===== config.mk =====
export PLATFORM = sky130hd
export DESIGN_NAME = alu_mc
export DESIGN_NICKNAME = d
export VERILOG_FILES = /design/src/rtl/alu_mc.sv
export SDC_FILE = /design/constraint.sdc
export NUM_CORES = 1
export LEC_CHECK = 0
export ABC_AREA = 1
export BUFFER_PORTS_ARGS = -buffer_cell sky130_fd_sc_hd__buf_2
export CELL_PAD_IN_SITES_DETAIL_PLACEMENT = 2
export CELL_PAD_IN_SITES_GLOBAL_PLACEMENT = 2
export CORE_UTILIZATION = 32
export CTS_CLUSTER_DIAMETER = 200
export DETAILED_ROUTE_END_ITERATION = 8
export PLACE_DENSITY = 0.91
export SKIP_LAST_GASP = 1
export SYNTH_ARGS = -nofsm -noshare
export SYNTH_HDL_FRONTEND = slang
export SYNTH_SLANG_ARGS = --single-unit

===== constraint.sdc =====
create_clock -name clk -period 3.55 [get_ports clk]
set_input_delay 0.71 -clock clk [delete_from_list [all_inputs] [get_ports clk]]
set_output_delay 0.71 -clock clk [all_outputs]
set_load 0.01 [all_outputs]

===== src/rtl/alu_mc.sv =====
// alu_mc: multi-cycle ALU. Single-cycle logic/arithmetic ops finish one cycle
// after accept. Unsigned MUL (shift-add) and DIV (restoring) iterate over WIDTH
// cycles. Results and flags hold until the next done pulse.
module alu_mc #(
  parameter int unsigned WIDTH = 16,
  parameter int unsigned OPW   = 8
) (
  input  logic             clk,
  input  logic             rst_n,
  input  logic             start,
  input  logic [OPW-1:0]   op,
  input  logic [WIDTH-1:0] a,
  input  logic [WIDTH-1:0] b,
  output logic             ready,
  output logic             done,
  output logic [WIDTH-1:0] res,
  output logic [WIDTH-1:0] res_hi,
  output logic             zerof,
  output logic             overf,
  output logic             carryf,
  output logic             err
);

  localparam int unsigned SW = $clog2(WIDTH);
  localparam int unsigned M  = WIDTH - 1;

  localparam logic [OPW-1:0] OP_ADD = OPW'(8'h01);
  localparam logic [OPW-1:0] OP_SUB = OPW'(8'h02);
  localparam logic [OPW-1:0] OP_EQ  = OPW'(8'h03);
  localparam logic [OPW-1:0] OP_AND = OPW'(8'h04);
  localparam logic [OPW-1:0] OP_OR  = OPW'(8'h05);
  localparam logic [OPW-1:0] OP_XOR = OPW'(8'h06);
  localparam logic [OPW-1:0] OP_SHL = OPW'(8'h07);
  localparam logic [OPW-1:0] OP_SHR = OPW'(8'h08);
  localparam logic [OPW-1:0] OP_MUL = OPW'(8'h09);
  localparam logic [OPW-1:0] OP_DIV = OPW'(8'h0A);

  typedef enum logic [1:0] {S_IDLE, S_CALC, S_DONE} state_t;

  state_t             state, state_nxt;
  logic [SW-1:0]      cnt;
  logic               is_div;
  logic [WIDTH-1:0]   m_reg, hi_reg, lo_reg;
  logic [WIDTH-1:0]   step_hi, step_lo;
  logic               go_calc;

  logic [WIDTH-1:0]   s_res, s_hi;
  logic               s_z, s_o, s_c, s_e;
  logic [WIDTH:0]     add_w, sub_w;
  logic [2*WIDTH-1:0] shl_w, shr_w;
  logic [SW-1:0]      sh;

  logic [WIDTH:0]     mul_sum, div_sh, div_diff;

  assign ready = (state != S_CALC);
  assign done  = (state == S_DONE);

  assign go_calc = (op == OP_MUL) || ((op == OP_DIV) && (b != '0));

  // Single-cycle result and flags, computed straight from the inputs so they can
  // be registered on the accept edge itself.
  always_comb begin
    add_w = {1'b0, a} + {1'b0, b};
    sub_w = {1'b0, a} - {1'b0, b};
    sh    = b[SW-1:0];
    // Double-width shifts keep the last bit shifted out at a fixed position.
    shl_w = {{WIDTH{1'b0}}, a} << sh;
    shr_w = {a, {WIDTH{1'b0}}} >> sh;
    s_res = '0;
    s_hi  = '0;
    s_o   = 1'b0;
    s_c   = 1'b0;
    s_e   = 1'b0;
    case (op)
      OP_ADD: begin
        s_res = add_w[WIDTH-1:0];
        s_c   = add_w[WIDTH];
        s_o   = (a[M] == b[M]) && (add_w[M] != a[M]);
      end
      OP_SUB: begin
        s_res = sub_w[WIDTH-1:0];
        s_c   = sub_w[WIDTH];
        s_o   = (a[M] != b[M]) && (sub_w[M] != a[M]);
      end
      OP_EQ:  s_res = (a == b) ? WIDTH'(1) : '0;
      OP_AND: s_res = a & b;
      OP_OR:  s_res = a | b;
      OP_XOR: s_res = a ^ b;
      OP_SHL: begin
        s_res = shl_w[WIDTH-1:0];
        s_c   = shl_w[WIDTH];
      end
      OP_SHR: begin
        s_res = shr_w[2*WIDTH-1:WIDTH];
        s_c   = shr_w[WIDTH-1];
      end
      OP_MUL: ;
      OP_DIV: begin
        s_res = '1;
        s_hi  = a;
        s_e   = 1'b1;
      end
      default: s_e = 1'b1;
    endcase
    s_z = !s_e && (s_res == '0);
  end

  // One iteration of shift-add multiply or restoring divide.
  always_comb begin
    mul_sum  = {1'b0, hi_reg} + (lo_reg[0] ? {1'b0, m_reg} : '0);
    div_sh   = {hi_reg, lo_reg[M]};
    div_diff = div_sh - {1'b0, m_reg};
    step_hi  = mul_sum[WIDTH:1];
    step_lo  = {mul_sum[0], lo_reg[M:1]};
    if (is_div) begin
      if (!div_diff[WIDTH]) begin
        step_hi = div_diff[WIDTH-1:0];
        step_lo = {lo_reg[M-1:0], 1'b1};
      end else begin
        step_hi = div_sh[WIDTH-1:0];
        step_lo = {lo_reg[M-1:0], 1'b0};
      end
    end
  end

  // Next-state logic.
  always_comb begin
    state_nxt = state;
    case (state)
      S_CALC: if (&cnt) state_nxt = S_DONE;
      default: begin
        if (start) state_nxt = go_calc ? S_CALC : S_DONE;
        else       state_nxt = S_IDLE;
      end
    endcase
  end

  // State register.
  always_ff @(posedge clk or negedge rst_n) begin
    if (!rst_n) state <= S_IDLE;
    else        state <= state_nxt;
  end

  // Operand capture, iteration registers and held outputs.
  always_ff @(posedge clk or negedge rst_n) begin
    if (!rst_n) begin
      cnt    <= '0;
      is_div <= 1'b0;
      m_reg  <= '0;
      hi_reg <= '0;
      lo_reg <= '0;
      res    <= '0;
      res_hi <= '0;
      zerof  <= 1'b0;
      overf  <= 1'b0;
      carryf <= 1'b0;
      err    <= 1'b0;
    end else if (state == S_CALC) begin
      hi_reg <= step_hi;
      lo_reg <= step_lo;
      cnt    <= cnt + SW'(1);
      if (&cnt) begin
        res    <= step_lo;
        res_hi <= step_hi;
        zerof  <= is_div ? (step_lo == '0) : ({step_hi, step_lo} == '0);
        overf  <= !is_div && (step_hi != '0);
        carryf <= 1'b0;
        err    <= 1'b0;
      end
    end else if (start) begin
      if (go_calc) begin
        is_div <= (op == OP_DIV);
        m_reg  <= (op == OP_DIV) ? b : a;
        lo_reg <= (op == OP_DIV) ? a : b;
        hi_reg <= '0;
        cnt    <= '0;
      end else begin
        res    <= s_res;
        res_hi <= s_hi;
        zerof  <= s_z;
        overf  <= s_o;
        carryf <= s_c;
        err    <= s_e;
      end
    end
  end

endmodule


==> results.md, run 1 <==
* Status: completed
* WL met2 at 31200 um
* Leakage power summed over all cells at 6.71 nW
* Tightest hold margin at 0.297 ns
* Critical path fanouts, max at 5
* FP Rows at 66
* Buffer type at the clock tree root: clkbuf_16
* Area of the placeable core at 32900 sq um
* Total wire length at 65600 um
* Clock slew at the register clock pins of the worst setup and hold paths at 0.09 ns
* Highest clock frequency the design can meet at 286 MHz
* Width of the die at 186 um
* Max-cap check violation count at 0
* Post-synth top area share at 21.1%
* Cell area after placement at 11900 sq um
* Number of buffers created by CTS at 9
* Final cycle utilization of the critical path at 98.6%
* Cell count after synthesis at 1823
* Pin slew with the least headroom to its limit at 0.790 ns
* Clk_lat worst skew at 0.38 ns
* Top Metal Used: met4
* Area Overhead vs Synth at 14.4%
* Initial cell density of the core at 32.8%
* Number of buffer and inverter stages on the critical path at 1
* Most frequent cells in the layout: nand2_1 (586), inv_1 (233), nand3_1 (198)
* Initial antenna violation count at 1
* Worst Setup Start Kind: flip-flop
* Metal1 wirelength at 23900 um
* Detailed-placement wirelength estimate at 50400 um
* Final setup violating endpoints at 0
* First-iteration detailed-routing DRC count at 1141
* Ys async rst share at 100%
* Cell family with most CP delay: simple AND/OR/NAND/NOR gates
* Number of levels in the clock H-tree at 3
* Most common cell after layout, fill and taps aside: nand2_1
* Crit-path slowest cell: dfrtp_1
* Count of flip-flops with a built-in enable after synthesis at 0
* Maximum resistive drop on vdd at 0.247 mV
* Synthesis Warnings at 0
* Die Span Y at 186 um
* Post-route cell area at 12300 sq um
* WL per Instance at 27.8 um
* Type of destination of the critical path: flip-flop
* Top cells by area in the synthesized netlist: dfrtp_1 (21%), nand2_1 (21%), ha_1 (9.9%), nand3_1 (9.3%), inv_1 (8.2%)
* Critical Path Stages at 21
* Leading register cell type out of synthesis: dfrtp_1
* Mapped Nets at 1955
* Register area share after synthesis at 21.1%
* Number of buffers on the longest clock path at 2
* Hold buffers post-CTS at 0
* Final worst path period need at 3.50 ns
* Filler cells at 4225
* Remaining routing DRC violations at 0
* Post-route antenna net violation count at 0
* Cells on worst reg2reg path at 21
* Via count of the first global-routing pass at 15586
* TritonCTS sink count at 91
* Largest net degree at the start of global routing at 38
* DR WL met3 at 4460 um
* CP required at 3.85 ns
* Max-slew violation total from the final report at 0
* Nets@finish at 2047
* DRT Pass-1 Iters at 5
* Number of distinct library cells after synthesis at 49
* Vias per cell at 5.98
* I/O Pins at 81
* Area enclosed by the die boundary at 34400 sq um
* Worst Hold Class: in -> async
* Weighted congestion reported at the end of routability-driven placement at 1.00
* GRT Resource Usage Total at 38.3%
* Post-synthesis instance area at 10800 sq um
* PortBufs at 80
* TritonCTS clock tree: built
* Synthesized area per cell at 5.91 sq um
* Final worst clock skew at 0.0139 ns
* Crit path kind: reg -> reg
* Most used cell, CP: nand2_1
* Leading area contributor after synthesis: dfrtp_1
* Register bit total from synthesis at 91
* Total grt overflow at 0
* Crit-path cells: inv_1 > ha_1 > nand2_1 > nand2_1 > nand2_1 > nand2_1 > a21oi_4 > nand2_4 > nand2_2 > nand2_2 > nand2_1 > nand2_1 > nand2_1 > nand2_1 > nor2_1 > nand2_1 > nor2_2 > nand2_1 > nand2_2 > nand2_1 > a21oi_2
* Arrival time at the worst endpoint at 3.80 ns
* Normalized max-slew margin at 46.8%
* Ratio of cells with drive above 1 in the final layout at 11.6%
* Pwr Density at 444 nW/um^2
* Stage delay of the slowest cell on the critical path at 0.48 ns
* Finished Core Util at 37.5%
* Summed negative setup slack over all endpoints at 0 ns
* Fin. Hold Viols at 0
* Via total after detailed routing at 14128
* Wire length of the first global-routing pass at 97100 um
-- layer usage --
layer / track usage, % / vias up
li1: - / 6116
met1: 41.3 / 6974
met2: 65.8 / 730
met3: 6.75 / 308
met4: 31.6 / 0
met5: 0 / -
-- power by group --
group | internal [W] | switching (W) | total, W | leakage (nW)
registers | 0.00117 | 0.000207 | 0.00138 | 1.13
logic | 0.000871 | 0.00217 | 0.00304 | 5.43
clock network | 0.000506 | 0.000554 | 0.00106 | 0.150
total | 0.00255 | 0.00293 | 0.00548 | 6.71
-- final cells by class --
| cell class | instances | area [sq um] | share of cell area [%] |
|---|---|---|---|
| antenna | 1 | 2.50 | 0.0203 |
| clock buffer | 9 | 225 | 1.83 |
| clock inverter | 7 | 78.8 | 0.639 |
| inverter | 248 | 931 | 7.54 |
| multi-input combinational | 1419 | 7350 | 59.5 |
| sequential | 91 | 2280 | 18.5 |
| tap | 442 | 553 | 4.48 |
| timing repair buffer | 146 | 923 | 7.48 |
-- timing repair --
action / in CTS / in global routing
resized for setup: 5 / 12
gates cloned: 0 / 2
hold endpoints to repair: 0 / 0
buffers inserted: 0 / 4
setup endpoints to repair: 2 / 2
pin swaps: 0 / 4
-- kinds of logic after synthesis --
kind of cell | share of synthesized area, %
buffers and inverters | 11.4
adder cells (fa/ha/maj) | 10.6
AO/OA/AOI/OAI | 16.4
XOR/XNOR | 0.731
AND/OR/NAND/NOR | 39.7
flip-flops | 21.1
-- cell usage after synthesis, types with 8 or more instances --
cell type,instances
a21oi_1,76
a31oi_1,15
buf_2,24
clkbuf_1,36
dfrtp_1,91
ha_1,85
inv_1,235
inv_2,12
nand2_1,589
nand2_2,10
nand3_1,201
nand3b_1,8
nand4_1,13
nor2_1,142
nor3_1,23
o211ai_1,16
o21ai_0,137
o21ai_1,11
o221ai_1,16
-- worst paths after layout --
check	from	end	slack, ns
setup / recovery	m_reg[13]	zerof	0.05
max in group asynchronous	rst_n	res_hi[13]	2.36
setup reg to reg	m_reg[13]	zerof	0.05
hold reg to reg	err	err	0.50
min in group clk	err	err	0.50
hold / removal	rst_n	res_hi[12]	0.30
-- stage by stage --
stage / cells / setup slack, ns / power, W
2_1_floorplan: 1823 / 0.701 / 0.00306
3_3_place_gp: 2340 / 0.326 / 0.00390
3_5_place_dp: 2340 / -0.00945 / 0.00414
4_1_cts: 2356 / 0.0179 / 0.00530
5_1_grt: 2362 / -0.00838 / 0.00574
6_report: 2363 / 0.0502 / 0.00548
Power figures use the tool's default switching activity.
==> inputs of run 2 (changes only) <==
--- a/config.mk
+++ b/config.mk
@@ -12,7 +12,7 @@
 export CORE_UTILIZATION = 32
 export CTS_CLUSTER_DIAMETER = 200
 export DETAILED_ROUTE_END_ITERATION = 8
-export PLACE_DENSITY = 0.91
+export PLACE_DENSITY = 0.86
 export SKIP_LAST_GASP = 1
 export SYNTH_ARGS = -nofsm -noshare
 export SYNTH_HDL_FRONTEND = slang
==> run 2 against run 1 <==
- core utilization is 0.22 points lower
- wire length down 5.6%
- fmax grew 2.8%
- highest routed layer is now met5
==> results.md, run 2 (synthesized netlist as in run 1, its figures left out) <==
* Status: completed
* Area Overhead vs Synth at 13.8%
* Initial antenna violation count at 4 (+3)
* TritonCTS clock tree: built
* Crit path kind: reg -> reg
* Stage delay of the slowest cell on the critical path at 0.43 ns (-0.05 ns)
* DRT Pass-1 Iters at 7 (+2)
* Largest net degree at the start of global routing at 52 (+37%)
* Number of levels in the clock H-tree at 3 (unchanged)
* Final setup violating endpoints at 0 (unchanged)
* Worst Setup Start Kind: flip-flop
* Arrival time at the worst endpoint at 3.68 ns (-0.12 ns)
* GRT Resource Usage Total at 36.6% (-1.7 points)
* Number of buffers created by CTS at 9 (unchanged)
* Max-cap check violation count at 0 (unchanged)
* PortBufs at 80 (unchanged)
* Normalized max-slew margin at 49.6% (+2.8 points)
* TritonCTS sink count at 91 (unchanged)
* Final cycle utilization of the critical path at 95.9% (-2.7 points)
* Leakage power summed over all cells at 6.68 nW (-0.48%)
* CP required at 3.83 ns (-0.02 ns)
* Most common cell after layout, fill and taps aside: nand2_1
* Cell family with most CP delay: simple AND/OR/NAND/NOR gates
* Type of destination of the critical path: flip-flop
* Wire length of the first global-routing pass at 92800 um (-4.5%)
* Maximum resistive drop on vdd at 0.259 mV (+4.9%)
* Clk_lat worst skew at 0.37 ns (about the same)
* Pwr Density at 430 nW/um^2 (-3.1%)
* Critical path fanouts, max at 7 (+2)
* Ratio of cells with drive above 1 in the final layout at 10.8% (-0.79 points)
* Hold buffers post-CTS at 0 (unchanged)
* Nets@finish at 2039 (-0.39%)
* Die Span Y at 186 um (unchanged)
* Minimum setup slack among reg-to-reg paths at 0.15 ns (+0.10 ns)
* Vias per cell at 5.93 (-0.90%)
* First-iteration detailed-routing DRC count at 1143 (+0.18%)
* Crit-path slowest cell: fa_1
* I/O Pins at 81 (unchanged)
* Weighted congestion reported at the end of routability-driven placement at 1.04 (+3.4%)
* Fin. Hold Viols at 0 (unchanged)
* Area of the placeable core at 32900 sq um (unchanged)
* Via count of the first global-routing pass at 15185 (-2.6%)
* Via total after detailed routing at 13954 (-1.2%)
* Number of buffers on the longest clock path at 2 (unchanged)
* Clock slew at the register clock pins of the worst setup and hold paths at 0.08 ns (about the same)
* Final worst path period need at 3.40 ns (-0.0962 ns)
* Pin slew with the least headroom to its limit at 0.753 ns (-0.0363 ns)
* Area enclosed by the die boundary at 34400 sq um (unchanged)
* Remaining routing DRC violations at 0 (unchanged)
* FP Rows at 66 (unchanged)
* Finished Core Util at 37.3% (-0.22 points)
* Highest clock frequency the design can meet at 294 MHz (+2.8%)
* Most used cell, CP: nand2_1
* Total wire length at 61900 um (-5.6%)
* Buffer type at the clock tree root: clkbuf_16
* Total power at 0.00528 W (-3.7%)
* Width of the die at 186 um (unchanged)
* Total grt overflow at 0 (unchanged)
* Final worst clock skew at 0.0155 ns (+0.00159 ns)
* Max-slew violation total from the final report at 0 (unchanged)
* Most frequent cells in the layout: nand2_1 (586), inv_1 (234), nand3_1 (200)
* Post-route antenna net violation count at 0 (unchanged)
* Worst Hold Class: in -> async
* Tightest hold margin at 0.371 ns (+0.0737 ns)
* Detailed-placement wirelength estimate at 47800 um (-5.1%)
* Initial cell density of the core at 32.8% (unchanged)
* WL per Instance at 26.3 um (-5.3%)
* Number of buffer and inverter stages on the critical path at 2 (+1)
* Crit-path cells: inv_1 > ha_1 > fa_1 > inv_1 > nand3_1 > nand2_2 > nand2_2 > nand2_2 > nand2_4 > nand3_2 > nand3_1 > nand2_1 > nand2_1 > nand2_1 > nor2_1 > nand2_1 > nor2_1 > nand2_1 > nand2_2 > o21ai_1
[run 2: cell count changes in the layout (fill, tap and decap cells not counted), sizes merged]
cell    change
buf         -6
inv         -1
clkinv      +1
nand2       -2
[run 2: final timing paths]
kind                            start  cells past startpoint          to
setup / recovery           lo_reg[15]                     20       overf
hold / removal                  rst_n                      1  hi_reg[10]
setup reg to reg           lo_reg[15]                     20       overf
hold reg to reg                   err                      2         err
max in group asynchronous       rst_n                      2   m_reg[13]
min in group clk                  err                      2         err
[run 2: cell type report]
type                       count  area, sq um
clock inverter                 7         81.3
tap                          442          553
multi-input combinational   1417         7310
antenna                        1         2.50
fill                        4279        20600
timing repair buffer         140          891
inverter                     248          931
clock buffer                   9          225
sequential                    91         2280
[run 2: worst reg2reg max path: cells and delay by family, from the launching register on]
kind	cells	cell delay, ns
and+or+nand+nor	15	1.70
adders and majority gates	2	0.69
DFF	1	0.41
AOI/OAI and AO/OA	1	0.26
buffers and inverters	2	0.25
[run 2: what timing repair did]
action | CTS | global route
setup endpoints to repair | 2 | 2
buffers inserted | 0 | 1
resized for setup | 1 | 7
[run 2: routing by layer]
layer / GRT usage, % / up-vias / routed length [um]
li1: - / 6092 / -
met1: 41.8 / 6941 / 24200
met2: 61.3 / 629 / 28800
met3: 5.69 / 286 / 3520
met4: 28.0 / 6 / 5330
met5: 0.296 / - / 35
[run 2: metrics by stage]
stage	instances	TNS, ns	worst slack (ns)	instance area [sq um]
after floorplan	1823	0	0.701	10800
after global placement	2337	0	0.161	11900
after detailed placement	2337	0	0.00737	11900
after CTS	2353	0	0.102	12200
after global routing	2354	-0.0328	-0.0328	12300
final	2355	0	0.146	12300
[run 2: report_power, final]
group / leakage (nW) / total [W] / internal (W) / switching [W]
Combinational: 5.40 / 0.00289 / 0.000846 / 0.00204
Sequential: 1.13 / 0.00135 / 0.00117 / 0.000175
Clock: 0.150 / 0.00104 / 0.000504 / 0.000539
Total: 6.68 / 0.00528 / 0.00252 / 0.00276
==> inputs of run 3 (changes only) <==
==> constraint.sdc (replaced) <==
create_clock -name clk -period 3.6 [get_ports clk]
set_input_delay 0.72 -clock clk [delete_from_list [all_inputs] [get_ports clk]]
set_output_delay 0.72 -clock clk [all_outputs]
set_load 0.01 [all_outputs]
==> run 3 against run 2 <==
- clock skew rose by 0.0054 ns
- core utilization fell by 0.22 points
- wire length fell by 1.0%
- critical endpoint is now zerof
- final area fell by 0.59%
- flip-flop and latch count did not move
- fmax fell by 1.3%
- register-to-register slack barely moved
==> results.md, run 3 (synthesized netlist as in run 1, its figures left out) <==
* Pwr Density at 425 nW/um^2 (-1.2%)
* Clk_lat worst skew at 0.38 ns (about the same)
* Initial cell density of the core at 32.8% (unchanged)
* Number of buffers inserted by post-CTS setup repair at 0 (unchanged)
* Critical path fanouts, max at 7 (unchanged)
* Wire length of the first global-routing pass at 92300 um (-0.46%)
* Number of buffers on the longest clock path at 2 (unchanged)
* Stage delay of the slowest cell on the critical path at 0.42 ns (about the same)
* Most common cell after layout, fill and taps aside: nand2_1
* Via total after detailed routing at 13791 (-1.2%)
* Via count of the first global-routing pass at 15113 (-0.47%)
* Total power at 0.00518 W (-1.8%)
* I/O Pins at 81 (unchanged)
* Area enclosed by the die boundary at 34400 sq um (unchanged)
* Most frequent cells in the layout: nand2_1 (587), inv_1 (235), nand3_1 (201)
* Area Overhead vs Synth at 13.1%
* Die Span Y at 186 um (unchanged)
* Ratio of cells with drive above 1 in the final layout at 10.4% (-0.34 points)
* Maximum resistive drop on vdd at 0.236 mV (-9.1%)
* Final cycle utilization of the critical path at 95.8% (-0.11 points)
* Pin slew with the least headroom to its limit at 0.859 ns (+0.105 ns)
* Remaining routing DRC violations at 0 (unchanged)
* Fin. Hold Viols at 0 (unchanged)
* Final setup violating endpoints at 0 (unchanged)
* Total grt overflow at 0 (unchanged)
* Dpl cells at 2334 (-0.13%)
* Nets@finish at 2035 (-0.20%)
* Post-route cell area at 12200 sq um (-0.59%)
* Worst Setup Start Kind: flip-flop
* Weighted congestion reported at the end of routability-driven placement at 1.01 (-2.7%)
* Initial antenna violation count at 0 (-4)
* FP Rows at 66 (unchanged)
* Unrepaired setup endpoints after global routing: false
* Cell area after placement at 11900 sq um (-0.29%)
* PortBufs at 80 (unchanged)
* First-iteration detailed-routing DRC count at 1031 (-9.8%)
* Worst Hold Class: in -> async
* Max-cap check violation count at 0 (unchanged)
* Number of buffers created by CTS at 9 (unchanged)
* Most used cell, CP: nand2_1
* Width of the die at 186 um (unchanged)
* Area of the placeable core at 32900 sq um (unchanged)
* DRT Pass-1 Iters at 7 (unchanged)
* Final worst path period need at 3.45 ns (+0.0441 ns)
* Max-slew violation total from the final report at 0 (unchanged)
* Type of destination of the critical path: flip-flop
* GRT Resource Usage Total at 36.4% (-0.22 points)
* Number of levels in the clock H-tree at 3 (unchanged)
* Leakage power summed over all cells at 6.64 nW (-0.51%)
* Normalized max-slew margin at 42.7% (-6.9 points)
* Crit path kind: reg -> reg
* Cell family with most CP delay: simple AND/OR/NAND/NOR gates
* Number of buffer and inverter stages on the critical path at 2 (unchanged)
* Crit-path cells: inv_1 > ha_1 > fa_1 > inv_1 > nand3_1 > nand2_2 > nand2_2 > nand2_2 > nand2_4 > nand2_4 > nand2_4 > nand3_1 > nand2_1 > nand2_1 > nand2_1 > nor2_1 > nand2_1 > nor2_1 > nand2_1 > nand2_1 > nand2_1 > a21oi_2
* Vias per cell at 5.87 (-1.0%)
* CP required at 3.92 ns (+0.09 ns)
* Highest clock frequency the design can meet at 290 MHz (-1.3%)
* Status: completed
* Final worst clock skew at 0.0209 ns (+0.00539 ns)
* Summed negative setup slack over all endpoints at 0 ns (unchanged)
* Largest net degree at the start of global routing at 47 (-9.6%)
* Post-route antenna net violation count at 0 (unchanged)
* Detailed-placement wirelength estimate at 47400 um (-0.87%)
* TritonCTS sink count at 91 (unchanged)
* Buffer type at the clock tree root: clkbuf_16
* Clock slew at the register clock pins of the worst setup and hold paths at 0.09 ns (about the same)
* TritonCTS clock tree: built
* Post-route insts no fill at 2351 (-0.17%)
* Total wire length at 61300 um (-1.0%)
* Arrival time at the worst endpoint at 3.76 ns (+0.08 ns)
* Crit-path slowest cell: fa_1
* WL per Instance at 26.1 um (-0.88%)
## run 3: cell count changes in the layout (fill, tap and decap cells not counted), sizes merged
cell,change
clkinv,-3
clkinvlp,+1
buf,-4
inv,+1
clkbuf,+1
## run 3: repair_timing
| item | in CTS | in global routing |
|---|---|---|
| hold buffers | 0 | 0 |
| resized for setup | 0 | 4 |
| endpoints found under the setup margin | 0 | 2 |
## run 3: stage by stage
step	worst slack [ns]	hold slack, ns	utilization [%]
after detailed placement	0.0212	0.485	36.2
final	0.152	0.353	37.1
after global placement	0.102	0.470	36.2
after CTS	0.0582	0.374	37.1
after floorplan	0.751	0.424	-
after global routing	0.00202	0.390	37.1
## run 3: metal layers
| metal | vias up | GRT usage (%) | part of all wire (%) |
|---|---|---|---|
| li1 | 6084 | - | - |
| met1 | 6875 | 41.6 | 38 |
| met2 | 584 | 60.7 | 46 |
| met3 | 248 | 5.38 | 6.2 |
| met4 | 0 | 28.9 | 8.9 |
| met5 | - | 0 | 0 |
## run 3: where the power goes
group	total, W	switching [W]	internal (W)
sequential	0.00132	0.000168	0.00115
clock	0.00103	0.000526	0.000503
combinational	0.00283	0.00200	0.000825
## run 3: path summary, 6_finish.rpt
path | start | to | slack [ns] | depth (start not counted)
worst max-delay path | lo_reg[15] | zerof | 0.15 | 22
worst min-delay path | rst_n | res_hi[10] | 0.35 | 1
worst max register to register | lo_reg[15] | zerof | 0.15 | 22
worst min register to register | err | err | 0.50 | 2
max in group asynchronous | rst_n | m_reg[2] | 2.51 | 2
min in group clk | err | err | 0.50 | 2
## run 3: layout make-up
cell class,instances,area [sq um]
fill,4273,20700
multi-input combinational,1417,7290
sequential,91,2280
inverter,248,931
timing repair buffer,136,848
tap,442,553
clock buffer,10,239
clock inverter,6,53.8
antenna,1,2.50
